**src/rtl/contention_ctl.sv**
```systemverilog
// contention_ctl: stretches the CPU clock while the screen fetcher owns video RAM.
// Latency: clkcpu, stall and vid_slot are registered, one clk14 behind their inputs.
// Backpressure: a contended request inside a fetch window holds clkcpu high in whole T-states.
//
// Ports:
//   clk14, rst_n            14 MHz master clock, asynchronous active-low reset
//   hc0, vc                 screen timing counters (hc = hc0[9:1], hc0[1] = CPU clock phase)
//   a15, a14, a0            CPU address bits used for contention decode
//   n_mreq, n_iorq, n_rfsh  Z80 strobes, active-low
//   rambank                 bank paged at 0xC000
//   cont_en                 contention enable
//   clkcpu                  CPU clock output
//   stall                   high while the CPU clock is frozen
//   vid_slot                registered screen-fetch window flag
module contention_ctl #(
    parameter int V_AREA       = 192,
    parameter int H_AREA       = 256,
    parameter int CONT_ADVANCE = 0
) (
    input  logic       clk14,
    input  logic       rst_n,
    input  logic [9:0] hc0,
    input  logic [8:0] vc,
    input  logic       a15,
    input  logic       a14,
    input  logic       a0,
    input  logic       n_mreq,
    input  logic       n_iorq,
    input  logic       n_rfsh,
    input  logic [2:0] rambank,
    input  logic       cont_en,
    output logic       clkcpu,
    output logic       stall,
    output logic       vid_slot
);

    localparam logic [8:0] V_AREA_L  = 9'(V_AREA);
    localparam logic [8:0] H_AREA_L  = 9'(H_AREA);
    localparam logic [8:0] ADVANCE_L = 9'(CONT_ADVANCE);

    typedef enum logic [1:0] {
        RUN    = 2'd0,
        STALL  = 2'd1,
        SERVED = 2'd2
    } state_t;

    state_t     state_q, state_d;
    logic       clkcpu_q, clkcpu_d;
    logic       stall_q, stall_d;
    logic       vid_slot_q;

    logic [8:0] hc;
    logic [8:0] hc_a;
    logic       win;
    logic       addr_cont;
    logic       req;
    logic       dp;

    // Only the bank parity marks a contended page; the pixel LSB of hc0
    // carries no timing information at this granularity.
    logic       unused_bits;
    assign unused_bits = ^{rambank[2:1], hc0[0]};

    assign hc   = hc0[9:1];
    assign hc_a = hc + ADVANCE_L;  // 9-bit wrap is intentional

    // Fetcher owns the first 12 pixels of every 16-pixel group on active area.
    assign win = (vc < V_AREA_L) && (hc_a < H_AREA_L) && (hc_a[3:0] < 4'd12);

    // Bank 5 at 0x4000, odd banks at 0xC000.
    assign addr_cont = (~a15 & a14) | (a15 & a14 & rambank[0]);

    assign req = cont_en & n_rfsh & ((~n_mreq & addr_cont) | (~n_iorq & ~a0));

    // Last clk14 of the high CPU phase: the decision made here lands on the
    // edge just before clkcpu would otherwise fall.
    assign dp = (hc0[1:0] == 2'b11);

    // State register
    always_ff @(posedge clk14 or negedge rst_n) begin
        if (!rst_n) begin
            state_q    <= RUN;
            clkcpu_q   <= 1'b0;
            stall_q    <= 1'b0;
            vid_slot_q <= 1'b0;
        end else begin
            state_q    <= state_d;
            clkcpu_q   <= clkcpu_d;
            stall_q    <= stall_d;
            vid_slot_q <= win;
        end
    end

    // Next-state logic
    always_comb begin
        state_d = state_q;
        case (state_q)
            RUN: begin
                if (dp && req) begin
                    state_d = win ? STALL : SERVED;
                end
            end
            STALL: begin
                // A dropped request does not end the stall; losing the enable
                // does, but still only on a T-state boundary.
                if (dp && (!win || !cont_en)) begin
                    state_d = SERVED;
                end
            end
            SERVED: begin
                // Stay here until the access ends so it is stretched only once.
                if (n_mreq && n_iorq) begin
                    state_d = RUN;
                end
            end
            default: state_d = RUN;
        endcase
    end

    // Output logic: in STALL the clock is pinned high; elsewhere it tracks the
    // free-running phase, so release keeps the original CPU clock phase.
    always_comb begin
        clkcpu_d = hc0[1];
        stall_d  = 1'b0;
        if (state_q == STALL) begin
            clkcpu_d = 1'b1;
            stall_d  = 1'b1;
        end
    end

    assign clkcpu   = clkcpu_q;
    assign stall    = stall_q;
    assign vid_slot = vid_slot_q;

endmodule

```
**config.mk**
```make
export PLATFORM = sky130hd
export DESIGN_NAME = contention_ctl
export DESIGN_NICKNAME = d
export VERILOG_FILES = /design/src/rtl/contention_ctl.sv
export SDC_FILE = /design/constraint.sdc
export NUM_CORES = 1
export LEC_CHECK = 0
export BUFFER_PORTS_ARGS = -buffer_cell sky130_fd_sc_hd__clkbuf_2
export CAP_MARGIN = 20
export CELL_PAD_IN_SITES_DETAIL_PLACEMENT = 1
export CELL_PAD_IN_SITES_GLOBAL_PLACEMENT = 1
export CORE_ASPECT_RATIO = 1.1
export CORE_UTILIZATION = 17
export DETAILED_ROUTE_END_ITERATION = 16
export PLACE_DENSITY = 0.79
export SLEW_MARGIN = 25
export SYNTH_ARGS = -nofsm -noshare
export SYNTH_HDL_FRONTEND = slang
export SYNTH_SLANG_ARGS = --single-unit
export TNS_END_PERCENT = 10
```
**constraint.sdc**
```tcl
create_clock -name clk14 -period 1.2 [get_ports clk14]
set_input_delay 0.12 -clock clk14 [delete_from_list [all_inputs] [get_ports clk14]]
set_output_delay 0.12 -clock clk14 [all_outputs]
set_load 0.005 [all_outputs]
```
Word level (Yosys, flattened, before mapping)
Index checks and enable logic that the tools add are counted.
{ "word_totals": {"regBits": 5, "inputBits": 31, "word_cells": 43} }
{ "classes": {"magnitude_cmp": 3, "eq_ne": 6, "mux": 7, "bitwise": 13, "n_reduce_logical": 10} }
{ "op_table": {"columns": ["op", "n"], "rows": [
  ["9-bit by 8-bit < comparator with 1-bit output, second input constant", 1],
  ["9-bit < comparator, second input constant", 1],
  ["2-bit two-way mux", 4],
  ["1-bit AND", 7],
  ["2-bit inequality test, second input constant", 3],
  ["2-bit case mux with 3 select lines", 1],
  ["1-bit logical AND", 5],
  ["2-bit equality test, second input constant", 2],
  ["4-bit < comparator, second input constant", 1],
  ["1-bit inverter", 4],
  ["3-bit AND reduction", 1],
  ["2-bit by 1-bit equality test with 1-bit output, second input constant", 1],
  ["1-bit zero test", 2],
  ["2-bit zero test", 1],
  ["1-bit two-way mux", 2],
  ["1-bit bitwise OR", 2],
  ["1-bit logical OR", 1]
]} }

Longest topological paths before layout
{ "logic_depth": {"depth_word": 9, "ltp_mapped": 4, "depth_no_buf": 4} }

Worst setup path after synthesis
No wires, ideal clock.
{ "synth_timing": {"path_kind": "reg2reg", "startpoint": "register state_q[0]", "endpoint": "register state_q[1]", "t_arrival_ns": 0.823, "slack_ns": 0.266, "stages_incl_launch_ff": 4, "period_less_slack_ns": 0.934, "path_cell_list": "dfrtp_1 > nor2_1 > o21a_1 > a2111oi_2"} }
{ "synth_via": {"elab_chain_cells": 3} }
{ "synth_lines": {"columns": ["element", "line_no", "text"], "rows": [
  ["start: declaration", "47", "state_t state_q, state_d;"],
  ["start signal: assignment", "87", "state_q <= state_d;"],
  ["2-bit equality test (tied with other cells)", "97", "case (state_q)"],
  ["2-bit inequality test (no line)", null, null],
  ["3-bit AND reduction (no line)", null, null]
]} }
Parallel ways exist; a longest one is shown, timed or not.
A chain may end at the register's enable or synchronous reset.

Final worst setup path
{ "layout_timing": {"startpoint": "register state_q[1]", "endpoint": "register state_q[0]"} }
The elaborated chain is that of the path after synthesis.

==> impl_metrics.json <==
{
  "ys_ff_latch": 5,
  "areaGrowthSynthToFinish_pct": 62.5,
  "post-route-worst-setup-slack_ns": 0.167,
  "crit_path_cell_trace": "nand2b_1 > a31oi_1 > o21bai_1",
  "synth_cell_types": 15,
  "synth_compound_gate_area_share_pct": 24.0,
  "syn-mean-instance-area_um2": 10.0,
  "worst_skew_pair.late_latency_ns": 0.24,
  "timing.hold.worst.class": "in2reg",
  "register_area_um2": 125,
  "numPortBuffers": 20,
  "static-leakage-power_nw": 0.215,
  "crit_path_max_cell_delay_ns": 0.38,
  "synth_area_in_adders_pct": 0,
  "outcome": "finished, final reports clean",
  "netlist_top_cells_area": "sky130_fd_sc_hd__dfrtp_1 50%, sky130_fd_sc_hd__nand2b_1 7.5%, sky130_fd_sc_hd__a2111oi_2 6.0%",
  "clock_sinks": 5,
  "die-width_um": 38.6,
  "grt_setup_unrepaired": "false",
  "ctsHtreeMaxLevel": 1,
  "core-area_um2": 1370,
  "async_flop_share_pct": 100,
  "drive_above_1_share_pct": 50.0,
  "antenna_violating_nets_post_route": 0,
  "grt_max_degree": 6,
  "max_cap_viol_count": 0,
  "cp-end-kind": "flip-flop",
  "layout.nets": 82,
  "dpl.hpwl_um": 527,
  "boundaryPins": 34,
  "first_global_vias": 289,
  "worstHoldStart": "hc0[1]",
  "synthXorXnorAreaFrac_pct": 0,
  "cts_tree": "yes",
  "drt-pass1-iter-count": 1,
  "timing.critical_path.buf_inv": 0,
  "path_clk_slew_ns": 0.04,
  "synth-edff-count": 0,
  "critPathSlowestCell": "sky130_fd_sc_hd__dfrtp_1",
  "synth_flop_cell": "sky130_fd_sc_hd__dfrtp_1",
  "seq_area_frac_synth_pct": 50.0,
  "synth_area_in_simple_gates_pct": 23.0,
  "placement.cell_area_um2": 370,
  "synth_top_cells_by_count": "5 x sky130_fd_sc_hd__dfrtp_1, 3 x sky130_fd_sc_hd__nand2b_1",
  "worst_voltage_drop_across_the_vdd_grid_uv": 316,
  "first_pass_grt_wire_length_um": 1010,
  "worstSetupPathType": "reg2reg",
  "floorplan.die_area_um2": 1630,
  "cts_hold_repair.buffers": 1,
  "crit-reg2reg-launch": "state_q[1]$_DFFE_PN0P_",
  "skew_ns": 0.00285,
  "synth-warning-count": 0,
  "ctsLongestPathBuffers": 2,
  "rows": 14,
  "final.min_clock_period_ns": 1.03,
  "cts_resized": 0,
  "synth_mux_area_share_pct": 0,
  "kind_of_cell_adding_the_most_delay_to_the_critical_path": "flip-flops",
  "antenna_found_initial": 0,
  "antenna-diode-count": 0,
  "worst-path-max-fanout": 3,
  "max-slew-margin-rel_pct": 83.2,
  "post-place-ws_ns": 0.173,
  "drt_drc_violations_left": 0,
  "global_route.usage.total_pct": 9.52,
  "main_combinational_cell_family_by_area_after_synthesis": "compound AO/OA/AOI/OAI gates",
  "critPathLaunchType": "flip-flop",
  "wire_per_inst_um": 8.88,
  "cp_data_arrival_time_ns": 1.19,
  "yosysTopAreaCellShare_pct": 50.0,
  "gr-total-overflow": 0,
  "post-cts-setup-buffer-count": 0,
  "post_drt_via_cell_ratio": 4.35,
  "measured_slew_at_the_worst_slew_check_pin_ns": 0.251,
  "syn_nets": 56,
  "synthesized_area_um2": 250,
  "initialDrtViolationCount": 0,
  "initial_cell_density_of_the_core_pct": 18.3,
  "final_hold_viol_count": 0,
  "fmax_mhz": 968,
  "filler_cell_count": 174,
  "required_time_worst_endpoint_ns": 1.35,
  "period_share_pct": 86.1,
  "worst_setup_path_startpoint": "state_q[1]$_DFFE_PN0P_",
  "multi_input_area_um2": 118,
  "final_cell_area_um2": 407,
  "root_buffer_selected_by_cts": "sky130_fd_sc_hd__clkbuf_4",
  "yosysTopAreaCell": "sky130_fd_sc_hd__dfrtp_1",
  "report.final.setup_viol": 0,
  "numCtsBuffers": 3,
  "fin_hold_ws_ns": 0.122,
  "total_number_of_vias": 287,
  "routed_wirelength_um": 586,
  "final_sum_of_negative_setup_slack_ns": 0,
  "powerDensity_nw_per_um2": 1420,
  "gp_routability_congestion": 0.756,
  "synthCells": 25,
  "yosysMostFrequentCell": "sky130_fd_sc_hd__dfrtp_1",
  "max_slew_vio_count": 0,
  "fp.dieH_um": 42.2
}
## cells in the final DEF (no fill, tap or decap), drive strengths merged
master        n
nand2         2
a21oi         1
nor2b         1
inv           2
clkbuf       24
o21a          1
a31oi         2
nand2b        3
nand3         1
nand4         1
o21bai        1
a2111oi       1
a211oi        1
nor2          2
dfrtp         5
and2          1
dlygate4sd3   1
## metrics by stage
step                      instances  power (mW)  utilization, %
after global placement           61       0.384            27.1
final                            66       0.577            29.8
after detailed placement         61       0.392            27.1
after floorplan                  25       0.326               -
after CTS                        66       0.591            29.8
after global routing             66       0.623            29.8
## cells by family (layout without fill, tap and decap cells)
kind of cell           Yosys count  count (layout)
AOI/OAI and AO/OA                7               7
buffers and inverters            2              27
DFF                              5               5
and+or+nand+nor                 11              11
## report_power, final
part,switching (mW),internal (mW)
clock network,0.0627,0.125
logic,0.0771,0.0894
registers,0.0185,0.204
total,0.158,0.419
## routing by layer
layer  global-route usage [%]  share of wire [%]  vias up
met4                     10.3                  0        0
met2                     13.7                 55       14
met5                        0                  0        -
met1                     8.70                 38      135
met3                     4.79                7.2        0
li1                         -                  -      138
## path summary, 6_finish.rpt
path,to,slack (ns),cells after the start
max in group asynchronous,state_q[1]$_DFFE_PN0P_,0.84,2
setup reg to reg,state_q[0]$_DFFE_PN0P_,0.17,3
setup / recovery,state_q[0]$_DFFE_PN0P_,0.17,3
hold / removal,clkcpu$_DFF_PN0_,0.12,2
min in group asynchronous,vid_slot$_DFF_PN0_,0.23,2
hold reg to reg,stall$_DFF_PN0_,0.58,2
## area by class of cell
cell class                      instances  share of cell area, %
Clock buffer                            4                   6.46
Sequential cell                         5                   30.8
Tap cell                               16                   4.92
Multi-Input combinational cell         18                   28.9
Timing Repair Buffer                   21                   27.1
Inverter                                2                   1.85
## flip-flops by register name (all words and copies together) (netlist names)
name,count
clkcpu,1
stall,1
state_q,2
vid_slot,1
## worst register-to-register path, delay by kind of cell, from the launching register on
family	cells	cell delay, ns
AO/OA/AOI/OAI	2	0.39
flip-flops	1	0.38
AND/OR/NAND/NOR	1	0.19
No activity file was read; power rests on OpenSTA's default activity.
